==> src/rtl/speriph_plug_arbiter.sv <==
// Round-robin N-to-1 combiner for peripheral bus slave plugs with an in-order response route FIFO.
// Optional stall counter enabled by defining SPERIPH_ARB_STALL_CNT_EN.
module speriph_plug_arbiter #(
  parameter int NB_PLUGS        = 2,
  parameter int ADDR_WIDTH      = 32,
  parameter int DATA_WIDTH      = 32,
  parameter int ID_WIDTH        = 5,
  parameter int MAX_OUTSTANDING = 2
) (
  input  logic                             clk_i,
  input  logic                             rst_i,
  input  logic [NB_PLUGS-1:0]              plug_req_i,
  input  logic [NB_PLUGS*ADDR_WIDTH-1:0]   plug_add_i,
  input  logic [NB_PLUGS-1:0]              plug_wen_i,
  input  logic [NB_PLUGS*DATA_WIDTH-1:0]   plug_wdata_i,
  input  logic [NB_PLUGS*DATA_WIDTH/8-1:0] plug_be_i,
  input  logic [NB_PLUGS*ID_WIDTH-1:0]     plug_id_i,
  output logic [NB_PLUGS-1:0]              plug_gnt_o,
  output logic [NB_PLUGS-1:0]              plug_r_valid_o,
  output logic [NB_PLUGS*DATA_WIDTH-1:0]   plug_r_rdata_o,
  output logic [NB_PLUGS-1:0]              plug_r_opc_o,
  output logic [NB_PLUGS*ID_WIDTH-1:0]     plug_r_id_o,
  output logic                             slv_req_o,
  output logic [ADDR_WIDTH-1:0]            slv_add_o,
  output logic                             slv_wen_o,
  output logic [DATA_WIDTH-1:0]            slv_wdata_o,
  output logic [DATA_WIDTH/8-1:0]          slv_be_o,
  output logic [ID_WIDTH-1:0]              slv_id_o,
  input  logic                             slv_gnt_i,
  input  logic                             slv_r_valid_i,
  input  logic [DATA_WIDTH-1:0]            slv_r_rdata_i,
  input  logic                             slv_r_opc_i,
  input  logic [ID_WIDTH-1:0]              slv_r_id_i,
  output logic                             err_o,
  output logic [15:0]                      stall_cnt_o,
  input  logic                             stall_clr_i
);

  localparam int BE_W = DATA_WIDTH / 8;
  localparam int PW   = (NB_PLUGS > 1) ? $clog2(NB_PLUGS) : 1;
  localparam int FW   = (MAX_OUTSTANDING > 1) ? $clog2(MAX_OUTSTANDING) : 1;
  localparam int CW   = $clog2(MAX_OUTSTANDING + 1);

  logic [PW-1:0] rr_ptr;
  logic [PW-1:0] win;
  logic          found;
  logic          full;
  logic          empty;
  logic          push;
  logic          pop;
  logic [PW-1:0] route_q [MAX_OUTSTANDING];
  logic [FW-1:0] wr_ptr;
  logic [FW-1:0] rd_ptr;
  logic [CW-1:0] count;

  // First pass scans rr_ptr..top, second pass wraps to the lowest requester.
  always_comb begin
    found = 1'b0;
    win   = '0;
    for (int i = 0; i < NB_PLUGS; i++) begin
      if (!found && plug_req_i[i] && (PW'(i) >= rr_ptr)) begin
        found = 1'b1;
        win   = PW'(i);
      end
    end
    for (int i = 0; i < NB_PLUGS; i++) begin
      if (!found && plug_req_i[i]) begin
        found = 1'b1;
        win   = PW'(i);
      end
    end
  end

  assign full      = (count == CW'(MAX_OUTSTANDING));
  assign empty     = (count == '0);
  // Request gating uses only the registered count, so r_valid never reaches slv_req_o.
  assign slv_req_o = found & ~full;
  assign push      = slv_req_o & slv_gnt_i;
  assign pop       = slv_r_valid_i & ~empty;

  always_comb begin
    slv_add_o   = '0;
    slv_wen_o   = 1'b0;
    slv_wdata_o = '0;
    slv_be_o    = '0;
    slv_id_o    = '0;
    plug_gnt_o  = '0;
    for (int i = 0; i < NB_PLUGS; i++) begin
      if (slv_req_o && (win == PW'(i))) begin
        slv_add_o     = plug_add_i[i*ADDR_WIDTH +: ADDR_WIDTH];
        slv_wen_o     = plug_wen_i[i];
        slv_wdata_o   = plug_wdata_i[i*DATA_WIDTH +: DATA_WIDTH];
        slv_be_o      = plug_be_i[i*BE_W +: BE_W];
        slv_id_o      = plug_id_i[i*ID_WIDTH +: ID_WIDTH];
        plug_gnt_o[i] = slv_gnt_i;
      end
    end
  end

  always_comb begin
    plug_r_valid_o = '0;
    if (pop) plug_r_valid_o[route_q[rd_ptr]] = 1'b1;
  end

  assign plug_r_rdata_o = {NB_PLUGS{slv_r_rdata_i}};
  assign plug_r_opc_o   = {NB_PLUGS{slv_r_opc_i}};
  assign plug_r_id_o    = {NB_PLUGS{slv_r_id_i}};

  always_ff @(posedge clk_i or posedge rst_i) begin
    if (rst_i) begin
      rr_ptr <= '0;
      wr_ptr <= '0;
      rd_ptr <= '0;
      count  <= '0;
      err_o  <= 1'b0;
    end else begin
      if (push) begin
        rr_ptr <= (win == PW'(NB_PLUGS - 1)) ? '0 : win + PW'(1);
        wr_ptr <= (wr_ptr == FW'(MAX_OUTSTANDING - 1)) ? '0 : wr_ptr + FW'(1);
      end
      if (pop) rd_ptr <= (rd_ptr == FW'(MAX_OUTSTANDING - 1)) ? '0 : rd_ptr + FW'(1);
      if (push && !pop)      count <= count + CW'(1);
      else if (!push && pop) count <= count - CW'(1);
      // A response with nothing outstanding (even if a push lands this cycle) is unroutable.
      if (slv_r_valid_i && empty) err_o <= 1'b1;
    end
  end

  // Route entries are only read while counted valid, so they need no reset.
  always_ff @(posedge clk_i) begin
    if (push) route_q[wr_ptr] <= win;
  end

`ifdef SPERIPH_ARB_STALL_CNT_EN
  logic [15:0] stall_cnt;

  always_ff @(posedge clk_i or posedge rst_i) begin
    if (rst_i) begin
      stall_cnt <= '0;
    end else if (stall_clr_i) begin
      stall_cnt <= '0;
    end else if ((|plug_req_i) && !(|plug_gnt_o) && (stall_cnt != 16'hFFFF)) begin
      stall_cnt <= stall_cnt + 16'd1;
    end
  end

  assign stall_cnt_o = stall_cnt;
`else
  logic unused_stall_clr;

  assign unused_stall_clr = stall_clr_i;
  assign stall_cnt_o      = '0;
`endif

endmodule

==> config.mk <==
export PLATFORM = sky130hd
export DESIGN_NAME = speriph_plug_arbiter
export DESIGN_NICKNAME = d
export VERILOG_FILES = /design/src/rtl/speriph_plug_arbiter.sv
export SDC_FILE = /design/constraint.sdc
export NUM_CORES = 1
export LEC_CHECK = 0
export BUFFER_PORTS_ARGS = -buffer_cell sky130_fd_sc_hd__buf_4
export CAP_MARGIN = 15
export CORE_AREA = 2 2 143 145
export DETAILED_ROUTE_END_ITERATION = 8
export DIE_AREA = 0 0 145 147
export PLACE_DENSITY = 0.37
export SLEW_MARGIN = 20
export SYNTH_ARGS = -nofsm -noshare
export SYNTH_HDL_FRONTEND = slang
export SYNTH_SLANG_ARGS = --single-unit
==> constraint.sdc <==
create_clock -name clk_i -period 1.8 [get_ports clk_i]
set_input_delay 0 -clock clk_i [delete_from_list [all_inputs] [get_ports clk_i]]
set_output_delay 0 -clock clk_i [all_outputs]
set_load 0.02 [all_outputs]
# Word-level counts from Yosys, hierarchy flattened
# Memory sizes are Yosys's and may differ from the RTL's.
# Cells that the tools add are included.
classes:
  n_lt_le_gt_ge: 4
  eq_ne: 1
  bitwise: 6
  mux: 29
  n_reduce_logical: 18
  add_sub_neg: 5
ops:
  columns: ["op", "count"]
  rows:
  - ["$mux 32", 4]
  - ["$mux 1", 17]
  - ["$logic_and 1x1->1", 11]
  - ["$mux 5", 2]
  - ["$mux 4", 2]
  - ["$mux 2", 3]
  - ["$logic_not 1->1", 5]
  - ["$add 1x1->1 const B", 3]
  - ["$and 1x1->1", 3]
  - ["$not 1->1", 3]
  - ["$add 2x1->2 const B", 1]
  - ["$eq 2x2->1 const B", 1]
  - ["$ge 1x1->1 const A", 2]
  - ["$logic_not 2->1", 1]
  - ["$lt 1x2->1 const B", 1]
  - ["$reduce_bool 2->1", 1]
  - ["$sub 2x1->2 const B", 1]
  - ["$demux 1 s1", 1]
  - ["$ge 1x1->1 const B", 1]
totals:
  inputBits: 193
  mem_bits_rw: 2
  mem_count: 1
  out_inout_bits: 172
  ff_bits: 6
mem_list:
  columns: ["name", "words", "width", "rd", "rd_ports_with_merged_regs", "wr", "line", "text"]
  rows:
  - ["route_q", 2, 1, 1, 0, 1, "51", "logic [PW-1:0] route_q [MAX_OUTSTANDING];"]

# Depth between registers and ports, before layout
# Gate-level depths: netlist (run 1).
logic_depth:
  ltp_word: 19
  mapped_depth: 7
  ltp_nobuf: 7

# Worst setup path after synthesis (run 1)
# OpenSTA, ideal clock, no wires.
synth_timing:
  kind: "reg-to-reg"
  start: "register count[0]"
  end: "register count[1]"
  setup_time_ps: 125
  path_slack_ps: 346
  n_path_buf: 0
  synth_period_minus_slack_ps: 1454
  t_arrival_ps: 1329
  required_time_ps: 1675
  path_stages_with_launch: 6
  cell_sequence: "dfrtp_1 -> o21ai_0 -> ha_1 -> xor2_1 -> nor2_1 -> xor2_1"
synth_via:
  elab_chain_cells: 7
  elab_cells_between_ends: 16
synth_rtl:
  columns: ["item", "line", "text"]
  rows:
  - ["from (decl)", "54", "logic [CW-1:0] count;"]
  - ["from (signal assigned)", "122", "if (push && !pop) count <= count + CW'(1);"]
  - ["from (signal assigned)", "123", "else if (!push && pop) count <= count - CW'(1);"]
  - ["$eq 2x2->1", "74", "assign full = (count == CW'(MAX_OUTSTANDING));"]
  - ["$not 1->1", "77", "assign slv_req_o = found & ~full;"]
  - ["$and 1x1->1", "77", null]
  - ["$and 1x1->1", "78", "assign push = slv_req_o & slv_gnt_i;"]
  - ["$logic_not 1->1", "123", null]
  - ["$logic_and 1x1->1", "123", null]
  - ["$reduce_bool 2->1 (no line)", null, null]
# Parallel ways exist; a longest one is shown, timed or not. The select of a mux whose other input is x is not followed.
# A chain may end at the register's enable or synchronous reset.

# Worst setup path after layout (run 1)
layout_timing:
  start: "register count[0]"
  end: "output port slv_wdata_o[24]"
layout_via:
  elab_chain_cells: 6
  elab_cells_between_ends: 7
layout_rtl:
  columns: ["item", "line", "text"]
  rows:
  - ["$eq 2x2->1 *", "74", null]
  - ["$not 1->1 *", "77", null]
  - ["$and 1x1->1 *", "77", null]
  - ["$logic_and 1x1->1", "89", "if (slv_req_o && (win == PW'(i))) begin"]
  - ["$mux 32", "89", null]
  - ["$mux 32 *", "89", null]
  - ["to (decl)", "26", "output logic [DATA_WIDTH-1:0] slv_wdata_o,"]
# Mark *: on every way between the ends. The rest lies on a longest branch, timed or not.

==> results of run 1 <==
-- synthesized netlist by cell type, drive strengths merged (2+ instances only) --
cell	instances
a22o	74
and2	2
buf	107
dfrtp	6
edfxtp	2
inv	4
nor2	7
nor2b	2
xnor2	3
xor2	2
-- what timing repair did --
action,in CTS,in global routing
resized for setup,5,5
buffers inserted,2,0
pin swaps,1,1
cloned,2,2
endpoints found under the hold margin,8,0
setup endpoints to repair,72,41
hold buffers,3,0
-- cells by family (layout without fill, tap and decap cells) --
family                   after synthesis  after routing  share of synthesized area
XOR/XNOR                               5              5                    0.02364
other                                  1             16                   0.002024
multiplexers                           1              1                   0.005402
flip-flops                             8              8                     0.1134
AND/OR/NAND/NOR                       15             15                    0.04052
adder cells (fa/ha/maj)                1              1                   0.006751
AO/OA/AOI/OAI                         79             79                     0.3700
buffers and inverters                112            255                     0.4382
-- state kept, by name, indices dropped and copies added, names as in the netlist --
signal and flops:
wr_ptr 1, err_o 1, rr_ptr 1, route_q 2, rd_ptr 1, count 2
-- layout make-up --
cell class              count  share of cell area
clock buffers               4             0.02231
inverters                   4            0.004249
multi-input cells         117              0.2567
flip-flops and latches      8             0.05949
well taps                 270             0.09561
repair buffers            247              0.5616
-- worst register-to-register path, cell delays in order (launching register included) --
cell and delay (ns):
dfrtp_1 0.45, nand2b_1 0.21, nand3b_1 0.12, inv_1 0.07, ha_1 0.19, xor2_1 0.14, nor2_1 0.12, xor2_1 0.14
-- through the flow --
| step | setup TNS [ns] | hold slack, ns |
|---|---|---|
| 6_report | 0 | 0.000009739 |
| 5_1_grt | 0 | 0.00004145 |
| 4_1_cts | -0.01125 | 0.0001996 |
| 3_5_place_dp | 0 | -0.04725 |
| 3_3_place_gp | 0 | -0.04421 |
| 2_1_floorplan | 0 | -0.2090 |
-- power groups by stage --
| stage | sequential [W] | combinational [W] | clock [W] |
|---|---|---|---|
| finish | 0.000329 | 0.00348 | 0.000389 |
| global route | 0.000339 | 0.00370 | 0.000404 |
| CTS | 0.000325 | 0.00339 | 0.000391 |
| detailed placement | 0.000325 | 0.00314 | 0 |
| global placement | 0.000321 | 0.00313 | 0 |
| floorplan | 0.000314 | 0.00209 | 0 |
-- routing by layer --
| metal | GRT usage | vias to the layer above |
|---|---|---|
| li1 | - | 1015 |
| met5 | 0 | - |
| met2 | 0.1550 | 170 |
| met1 | 0.08187 | 1035 |
| met4 | 0.02475 | 0 |
| met3 | 0.02453 | 21 |
-- cell usage in the layout, fill, tap and decap left out, types with 3 or more instances in the layout --
cell type	count
buf_4	235
a22o_1	74
conb_1	16
nor2_1	7
dfrtp_1	6
clkbuf_16	5
inv_1	4
xnor2_1	3
buf_16	3
dlygate4sd3_1	3
-- worst max path at each step --
stage                  start               to  slack [ns]  cells after the start
CTS                 count[1]  slv_wdata_o[28]      -0.006                      6
detailed placement  count[1]  slv_wdata_o[28]        0.19                      5
global placement    count[1]  slv_wdata_o[28]        0.21                      5
finish              count[0]  slv_wdata_o[24]        0.09                      5
floorplan           count[0]         count[1]        0.35                      5
global route        count[0]      slv_id_o[4]       0.005                      5
==> metrics.md, run 1 <==
| Metric | Value |
|---|---|
| Status | complete, no violations |
| Worst-skew pair later-pin latency | 0.23 ns |
| Synth area leaders | buf_4 (38%), a22o_1 (35%), dfrtp_1 (8.1%), edfxtp_1 (3.2%), buf_2 (2.7%) |
| Slew Viols, Final | 0 |
| Hold depth | 0 |
| Clock root buffer | clkbuf_16 |
| Leak pwr | between 1.5 and 2 nW |
| Cell Chain, Critical Path | nand2b_1 -> and3_4 -> buf_12 -> a22o_1 -> buf_4 |
| Ys Warns | 0 |
| CTS Buf Count | 3 |
| CP Max Fanout | 26 |
| Avg Vias per Cell | 3.448 |
| Async S/R FF share, synth | 0.7500 |
| GR Overflow Total | 0 |
| Die area | 21320 um^2 |
| Area grow syn2layout | 90.68% |
| Post-Route Utilization | 0.1781 |
| Drt pass-1 iters | 4 |
| VDD IR max | 376.7 uV |
| Starting Density | 0.09338 |
| Placer Congestion | 0.8262 |
| Seq/Total Area, Yosys | 0.1134 |
| R2R Setup Slk | 0.27 ns |
| Hold path endpoint | plug_r_rdata_o[20] |
| Number of global-route vias before repair | ~2400 |
| Chip Height | around 150 um |
| Crit start category | flop |
| Pint | 0.002222 W |
| Fillers | roughly 2200 |
| Pwr dens | 1188 nW/um^2 |
| Crit path DAT | 1.71 ns |
| Max incr delay on CP | 0.47 ns |
| Area leader, netlist | buf_4 |
| #FFs+latches synth | 8 |
| DP Area | 3271 um^2 |
| Overall routing resource usage | 0.07997 |
| CTS tree | yes |
| Worst R2R End | count[1] |
| Post-synth EDFFs | 2 |
| Combinational Power Share | 0.829 |
| Max cap viols | 0 |
| Unique masters post-synth | 25 |
| Final Critical Period | roughly 1.7 ns |
| Post-synth top area share | 0.3768 |
| Mapped Area | 1853 um^2 |
| Cell family with the largest share of critical-path delay | flip-flops |
| Final Net Count | around 580 |
| CTS clock-pin slew for the worst setup and hold paths | 0.04 ns |
| Pin count of the biggest net entering global routing | 53 |
| Share of cells above drive strength 1 | 0.6579 |
| First-pass GRT wire length | 13590 um |
| CP Buf/Inv Count | 2 |
| Clock Tree Buf Depth | 2 |
| Initial antenna violation count | 0 |
| Clock Skew | roughly 0.00033 ns |
| Reg2Reg Depth | 7 |
| Routed vias | 2241 |
| Std-Cell Rows | 52 |
| Syn Area/Cell | 8.347 um^2 |
| Finished Layout Cells | 650 |
| Placed Instances | 637 |
| Post-Route WL | 9822 um |
| Final HPWL from detailed placement | 7010 um |
| Multi-input gate area in the final layout | slightly above 900 um^2 |
| Hold Vio Cnt, Final | 0 |
| Final setup fails | 0 |
| M1 WL | approximately 3700 um |
| Num Clock Sinks | 8 |
| Crit path kind | flop to primary output |
| Sw Ratio | 0.4708 |
| Max Used Layer | met4 |
| Die Width | 145 um |
| 1st-iter DRT viols | 67 |
| Worst EP required | between 1.5 and 2 ns |
| Min-Delay Path Class | primary input to primary output |
| Crit-path slowest cell | dfrtp_1 |
| Final Cycle Share | 0.9515 |
| Fmax | 583.9 MHz |
| Clock power share | 0.093 |
| Storage cell area | 210.2 um^2 |
| Tot Pwr | between 0.004 and 0.005 W |
| RSZ-0062 raised after global routing | no |
| # IOs | 365 |
| CP endpoint kind | primary output |
| Met3 WL | 884 um |
| Dpl ws | about 0.19 ns |
| Met2 wire len | 5074 um |
| CTS H-tree depth | 1 |
| Residual DRC count | 0 |
| Syn Inst Count | ~220 |
| Reg2reg start | count[0] |
| Sw power | 0.001976 W |
| Wire length per cell | 15.11 um |
| Antenna-violating nets left | 0 |
| Synth Flop Type | dfrtp_1 |
| Reg power frac | 0.078 |
| Setup WS post-layout | 0.08725 ns |
| I/O Buffers | approximately 230 |
| Final Cell Area | around 3500 um^2 |
| Core box area | just under 20000 um^2 |
| Hold Path Origin | slv_r_rdata_i[20] |
| Antenna diodes | 0 |
(Power assumes the default switching activity.)
==> run 2, diff against run 1 <==
--- a/config.mk
+++ b/config.mk
@@ -7,10 +7,12 @@
 export LEC_CHECK = 0
 export BUFFER_PORTS_ARGS = -buffer_cell sky130_fd_sc_hd__buf_4
 export CAP_MARGIN = 15
-export CORE_AREA = 2 2 143 145
+export CELL_PAD_IN_SITES_DETAIL_PLACEMENT = 1
+export CELL_PAD_IN_SITES_GLOBAL_PLACEMENT = 1
+export CORE_AREA = 2 2 140 142
 export DETAILED_ROUTE_END_ITERATION = 8
-export DIE_AREA = 0 0 145 147
-export PLACE_DENSITY = 0.37
+export DIE_AREA = 0 0 142 144
+export PLACE_DENSITY = 0.6
 export SLEW_MARGIN = 20
 export SYNTH_ARGS = -nofsm -noshare
 export SYNTH_HDL_FRONTEND = slang
==> constraint.sdc (replaced) <==
create_clock -name clk_i -period 2 [get_ports clk_i]
set_input_delay 0 -clock clk_i [delete_from_list [all_inputs] [get_ports clk_i]]
set_output_delay 0 -clock clk_i [all_outputs]
set_load 0.02 [all_outputs]
==> run 2 against run 1 <==
  * Cell area decreased by 6.1%
  * Total power decreased by 19%
  * Clock-buffer cell count unchanged
  * Register-to-register slack improved by 0.13 ns
  * Sequential share of layout area increased by 0.38 points
  * First-iteration DRC count decreased by 40%
  * Utilization decreased by 0.41 points
  * Global-route usage decreased by 1.2 points
  * Via count decreased by 1.2%
  * Clock power decreased by 13%
  * Largest cell class unchanged
  * Largest power group unchanged
  * Highest routed layer unchanged
==> metrics.md, run 2 (synthesis gave the netlist of run 1 again) <==
| Metric | Value |
|---|---|
| Status | complete, no violations |
| CP Max Fanout | 76 (+190%) |
| Wire length per cell | 13.05 um (-14%) |
| Crit path DAT | 1.86 ns (+0.15 ns) |
| Crit path kind | flop to primary output |
| CTS Buf Count | 3 (unchanged) |
| Placed Instances | 604 (-5.2%) |
| Final Net Count | 568 (-1.2%) |
| Core box area | 19080 um^2 (-3.9%) |
| Worst-skew pair later-pin latency | 0.23 ns (about the same) |
| Clock Tree Buf Depth | 2 (unchanged) |
| CTS H-tree depth | 1 (unchanged) |
| Leak pwr | 1.735 nW (-4.3%) |
| Setup TNS | 0 ns (unchanged) |
| Sw power | 0.001602 W (-19%) |
| Antenna diodes | 0 (unchanged) |
| Dpl ws | 0.3528 ns (+0.1612 ns) |
| Die Width | 142 um (-2.1%) |
| Min-Delay Path Class | primary input to primary output |
| Std-Cell Rows | 51 (-1.9%) |
| Multi-input gate area in the final layout | 895.9 um^2 (-1.2%) |
| Hold Vio Cnt, Final | 0 (unchanged) |
| Final Cycle Share | 0.9311 |
| Chip Height | 144 um (-2.0%) |
| Reg power frac | 0.087 (+0.009) |
| Placer Congestion | 0.7943 (-3.9%) |
| Starting Density | 0.09712 (+0.003742) |
| Sw Ratio | 0.4732 (+0.002365) |
| Post-CTS Setup Bufs | 0 (-2) |
| Max cap viols | 0 (unchanged) |
| Fmax | 537.0 MHz |
| CP Buf/Inv Count | 2 (unchanged) |
| Worst EP required | 2.00 ns (+0.20 ns) |
| GR Overflow Total | 0 (unchanged) |
| Clock power share | 0.100 (+0.007) |
| Drt pass-1 iters | 4 (unchanged) |
| Final HPWL from detailed placement | 6754 um (-3.6%) |
| Final setup fails | 0 (unchanged) |
| Met3 WL | 666 um (-25%) |
| VDD IR max | 407.2 uV (+8.1%) |
| Crit-path slowest cell | dfrtp_1 |
| Combinational Power Share | 0.813 (-0.016) |
| RSZ-0062 raised after global routing | no |
| Pint | 0.001784 W (-20%) |
| Pwr dens | 1020 nW/um^2 (-14%) |
| Storage cell area | 210.2 um^2 (unchanged) |
| Pin count of the biggest net entering global routing | 77 (+45%) |
| Setup WS post-layout | 0.1377 ns (+0.05048 ns) |
| Die area | 20450 um^2 (-4.1%) |
| Clock Skew | 0.003110 ns (+0.002784 ns) |
| Post-Route Utilization | 0.1740 (-0.004079) |
| Initial antenna violation count | 0 (unchanged) |
| CTS clock-pin slew for the worst setup and hold paths | 0.03 ns (about the same) |
| Routed vias | 2215 (-1.2%) |
| Crit start category | flop |
| Residual DRC count | 0 (unchanged) |
| 1st-iter DRT viols | 40 (-40%) |
| First-pass GRT wire length | 11380 um (-16%) |
| Antenna-violating nets left | 0 (unchanged) |
| Num Clock Sinks | 8 (unchanged) |
| # IOs | 365 (unchanged) |
| Fillers | 2298 (+3.6%) |
| Most common cell after layout, fill and taps aside | buf_4 |
| Avg Vias per Cell | 3.625 (+5.1%) |
| I/O Buffers | 233 (unchanged) |
| Tot Pwr | 0.003386 W (-19%) |
| Final Critical Period | 1.862 ns |
| Overall routing resource usage | 0.06778 (-0.01218) |
| Met2 wire len | 4384 um (-14%) |
| Commonest cells after routing, fill and taps aside | buf_4 (236), a22o_1 (74), conb_1 (16), nor2_1 (7), dfrtp_1 (6) |
| CTS tree | yes |
| Number of global-route vias before repair | 2381 (-0.96%) |
| M1 WL | 2676 um (-27%) |
| Area grow syn2layout | 79.14% |
| Finished Layout Cells | 611 (-6.0%) |
| Cell Chain, Critical Path | nor2b_1 -> a211oi_4 -> buf_12 -> a22o_1 -> buf_4 |
| Max Used Layer | met4 |
| Top flop regs | count: 2 flops, route_q: 2 flops |
| CP endpoint kind | primary output |
| Slew Viols, Final | 0 (unchanged) |
| Post-Route WL | 7974 um (-19%) |
| Max incr delay on CP | 0.41 ns (-0.06 ns) |
| Share of cells above drive strength 1 | 0.6488 (-0.009101) |
| Clock root buffer | clkbuf_16 |
| Cell family with the largest share of critical-path delay | compound AO/OA/AOI/OAI gates |
## run 2: power groups by stage
| stage | clock network, W | logic (W) | registers, W |
|---|---|---|---|
| final | 0.000340 | 0.00275 | 0.000293 |
| after global routing | 0.000363 | 0.00294 | 0.000301 |
| after CTS | 0.000350 | 0.00279 | 0.000294 |
| after detailed placement | 0 | 0.00278 | 0.000296 |
| after global placement | 0 | 0.00273 | 0.000289 |
| after floorplan | 0 | 0.00188 | 0.000282 |
## run 2: final cells by class
type,instances,area share
clock buffers,4,0.02375
inverters,4,0.004523
multi-input cells,117,0.2699
flip-flops and latches,8,0.06332
well taps,238,0.08971
repair buffers,240,0.5488
## run 2: final timing paths
kind                                        start                 end  slack [ns]  cells after the start
worst max-delay path                     count[1]       slv_add_o[24]        0.14                      5
worst min-delay path            slv_r_rdata_i[12]  plug_r_rdata_o[44]    0.000006                      0
worst max register to register           count[0]            count[1]        0.40                      6
worst min register to register              err_o               err_o        0.46                      1
max in group asynchronous                   rst_i            count[1]        1.53                      3
min in group asynchronous                   rst_i              rd_ptr        0.26                      3
## run 2: metrics by stage
step / instance area [um^2] / hold slack (ns)
global route: 3319 / 0.00004395
global placement: 3211 / -0.05376
detailed placement: 3211 / -0.04448
finish: 3319 / 0.000006497
CTS: 3319 / 0.0002001
floorplan: 1909 / -0.2090
## run 2: layer usage
metal  up-vias  track usage
met5         -            0
met4         0      0.02842
met3        33      0.01060
met2       157       0.1360
met1      1026      0.06901
li1        999            -
## run 2: what timing repair did
item / 4_1_cts / 5_1_grt
endpoints found under the hold margin: 8 / 0
setup endpoints to repair: 0 / 0
hold buffers: 3 / 0
resized for setup: 0 / 0
==> run 3, diff against run 2 <==
--- a/config.mk
+++ b/config.mk
@@ -5,14 +5,15 @@
 export SDC_FILE = /design/constraint.sdc
 export NUM_CORES = 1
 export LEC_CHECK = 0
+export ABC_AREA = 1
 export BUFFER_PORTS_ARGS = -buffer_cell sky130_fd_sc_hd__buf_4
 export CAP_MARGIN = 15
 export CELL_PAD_IN_SITES_DETAIL_PLACEMENT = 1
 export CELL_PAD_IN_SITES_GLOBAL_PLACEMENT = 1
-export CORE_AREA = 2 2 140 142
+export CORE_AREA = 2 2 144 146
 export DETAILED_ROUTE_END_ITERATION = 8
-export DIE_AREA = 0 0 142 144
-export PLACE_DENSITY = 0.6
+export DIE_AREA = 0 0 146 148
+export PLACE_DENSITY = 0.63
 export SLEW_MARGIN = 20
 export SYNTH_ARGS = -nofsm -noshare
 export SYNTH_HDL_FRONTEND = slang
==> run 3 against run 2 <==
  * Maximum frequency rose by 7.0%
  * Clock power is 4% higher
  * Synthesized cell count increased by 81%
  * Non-clock buffer count is 2 higher
  * Largest power group unchanged
  * Combinational power increased by 12%
  * Routed wire length rose by 37%
  * Sequential power down 5%
==> metrics.md, run 3 <==
| Metric | Value |
|---|---|
| Worst-skew pair later-pin latency | 0.23 ns (about the same) |
| M1 WL | 3909 um (+46%) |
| Area grow syn2layout | 62.55% |
| Syn Area/Cell | 5.832 um^2 (-30%) |
| Met3 WL | 1125 um (+69%) |
| Clock Skew | 0.003037 ns (-0.00007369 ns) |
| Clock root buffer | clkbuf_16 |
| Synth area leaders | buf_4 (33%), nand3_1 (32%), nand2_1 (14%), dfrtp_1 (6.4%), buf_2 (3.4%) |
| Post-Route WL | 10910 um (+37%) |
| RSZ-0062 raised after global routing | no |
| Leak pwr | 2.145 nW (+24%) |
| Hold Vio Cnt, Final | 0 (unchanged) |
| CTS clock-pin slew for the worst setup and hold paths | 0.04 ns (about the same) |
| 1st-iter DRT viols | 63 (+57%) |
| Number of global-route vias before repair | 3184 (+34%) |
| Post-synth EDFFs | 2 (unchanged) |
| Drt pass-1 iters | 4 (unchanged) |
| Die area | 21610 um^2 (+5.7%) |
| Synth Flop Type | dfrtp_1 |
| # IOs | 365 (unchanged) |
| Setup WS post-layout | 0.2592 ns (+0.1215 ns) |
| GR Overflow Total | 0 (unchanged) |
| Final Critical Period | 1.741 ns (-0.1215 ns) |
| Commonest cells after routing, fill and taps aside | buf_4 (238), nand3_1 (151), nand2_1 (87), conb_1 (16), inv_1 (12) |
| Starting Density | 0.1167 (+0.01957) |
| CTS tree | yes |
| Min-Delay Path Class | primary input to primary output |
| Die Width | 146 um (+2.8%) |
| Synth cell count leaders | nand3_1 (151), buf_4 (103), nand2_1 (89) |
| Final Cycle Share | 0.8704 (-0.06074) |
| Antenna-violating nets left | 0 (unchanged) |
| Crit start category | flop |
| Syn Inst Count | 401 (+81%) |
| Max Used Layer | met4 |
| Seq/Total Area, Yosys | 0.08989 (-0.02355) |
| Final setup fails | 0 (unchanged) |
| Mapped Area | 2338 um^2 (+26%) |
| Crit path DAT | 1.74 ns (-0.12 ns) |
| CP endpoint kind | primary output |
| Clock Tree Buf Depth | 2 (unchanged) |
| Most common cell after layout, fill and taps aside | buf_4 |
| Status | complete, no violations |
| Fmax | 574.4 MHz (+7.0%) |
| CTS Buf Count | 3 (unchanged) |
| Chip Height | 148 um (+2.8%) |
| Worst EP required | 2.00 ns (about the same) |
| I/O Buffers | 233 (unchanged) |
| Final HPWL from detailed placement | 8888 um (+32%) |
| #FFs+latches synth | 8 (unchanged) |
| Num Clock Sinks | 8 (unchanged) |
| Unique masters post-synth | 23 (-8.0%) |
| Met2 wire len | 5488 um (+25%) |
| Residual DRC count | 0 (unchanged) |
| Final Net Count | 733 (+29%) |
| Top flop regs | count: 2 flops, route_q: 2 flops |
| CTS H-tree depth | 1 (unchanged) |
| Crit path kind | flop to primary output |
| Ys Warns | 0 (unchanged) |
| Dpl ws | 0.4603 ns (+0.1075 ns) |
| VDD IR max | 483.1 uV (+19%) |
| Area leader, netlist | buf_4 |
| Setup TNS | 0 ns (unchanged) |
| Max cap viols | 0 (unchanged) |
| Most common cell in the synthesized netlist | nand3_1 |
| Async S/R FF share, synth | 0.7500 (unchanged) |
| First-pass GRT wire length | 16600 um (+46%) |
| Slew Viols, Final | 0 (unchanged) |
| Initial antenna violation count | 0 (unchanged) |
| Routed vias | 3144 (+42%) |
| Post-synth top area share | 0.3307 (-0.04611) |
| Overall routing resource usage | 0.09301 (+0.02523) |
| Pin count of the biggest net entering global routing | 76 (-1.3%) |
| Pwr dens | 974.5 nW/um^2 (-4.5%) |
| Share of cells above drive strength 1 | 0.4665 (-0.1823) |
| Wire length per cell | 13.50 um (+3.5%) |
| # resized after CTS | 0 (unchanged) |
| Placer Congestion | 0.6794 (-14%) |
| Std-Cell Rows | 52 (+2.0%) |
| Avg Vias per Cell | 3.891 (+7.3%) |
| Core box area | 20040 um^2 (+5.0%) |
| Antenna diodes | 0 (unchanged) |
| CP Max Fanout | 36 (-53%) |
run 3: worst paths after layout:
path	depth (start not counted)	slack, ns	endpoint	start
setup / recovery	7	0.26	slv_add_o[2]	count[1]
hold / removal	0	0.00001	plug_r_rdata_o[29]	slv_r_rdata_i[29]
setup reg to reg	9	0.46	count[1]	count[0]
hold reg to reg	2	0.47	wr_ptr	wr_ptr
max in group asynchronous	3	1.51	err_o	rst_i
min in group asynchronous	3	0.28	count[0]	rst_i
run 3: kinds of logic (layout without fill, tap and decap cells):
group                      after synthesis  after routing  share of synthesized area
and+or+nand+nor                        248            248                     0.4869
buffers and inverters                  137            259                     0.3970
DFF                                      8              8                    0.08989
AOI/OAI and AO/OA                        4              4                    0.01177
xor gates and xnor gates                 2              2                   0.007492
adders and majority gates                1              1                   0.005350
other                                    1             16                   0.001604
run 3: layer usage:
metal | global-route usage | vias up
met5 | 0 | -
met4 | 0.03689 | 0
met2 | 0.1722 | 184
li1 | - | 1493
met3 | 0.02932 | 45
met1 | 0.09810 | 1422
run 3: power by group:
group | switching (W) | leakage [nW] | internal, W | total, W
clock | 0.0000859 | 0.0382 | 0.000266 | 0.000352
combinational | 0.00188 | 2.02 | 0.00120 | 0.00307
sequential | 0.0000453 | 0.0869 | 0.000232 | 0.000278
total | 0.00201 | 2.14 | 0.00170 | 0.00370
run 3: final cells by class:
cell class                      instances  area (um^2)
Sequential cell                         8        210.2
Inverter                               13        48.80
Fill cell                            2604        16240
Timing Repair Buffer                  242         1857
Tap cell                              270        337.8
Clock buffer                            4        78.83
Multi-Input combinational cell        271         1269
run 3: through the flow:
stage	total power [W]	area (um^2)	hold slack [ns]	util	cells
4_1_cts	0.003783	3801	0.0001996	0.1897	808
3_5_place_dp	0.003411	3712	-0.03674	0.1853	803
5_1_grt	0.004021	3801	0.00004379	0.1897	808
2_1_floorplan	0.002357	2395	-0.2090	-	416
6_report	0.003704	3801	0.000009736	0.1897	808
3_3_place_gp	0.003392	3712	-0.04945	0.1853	803
run 3: what timing repair did:
item / CTS / global route
endpoints found under the hold margin: 6 / 0
hold buffers: 1 / 0
setup buffers: 0 / 0
setup endpoints to repair: 0 / 0
run 3: worst max-delay path, cell delays in order, from the launching register on:
cell and delay (ns):
dfrtp_1 0.40, inv_1 0.12, nor2_2 0.07, nor2_4 0.11
buf_4 0.36, nand3_1 0.13, nand2_1 0.13, buf_4 0.15
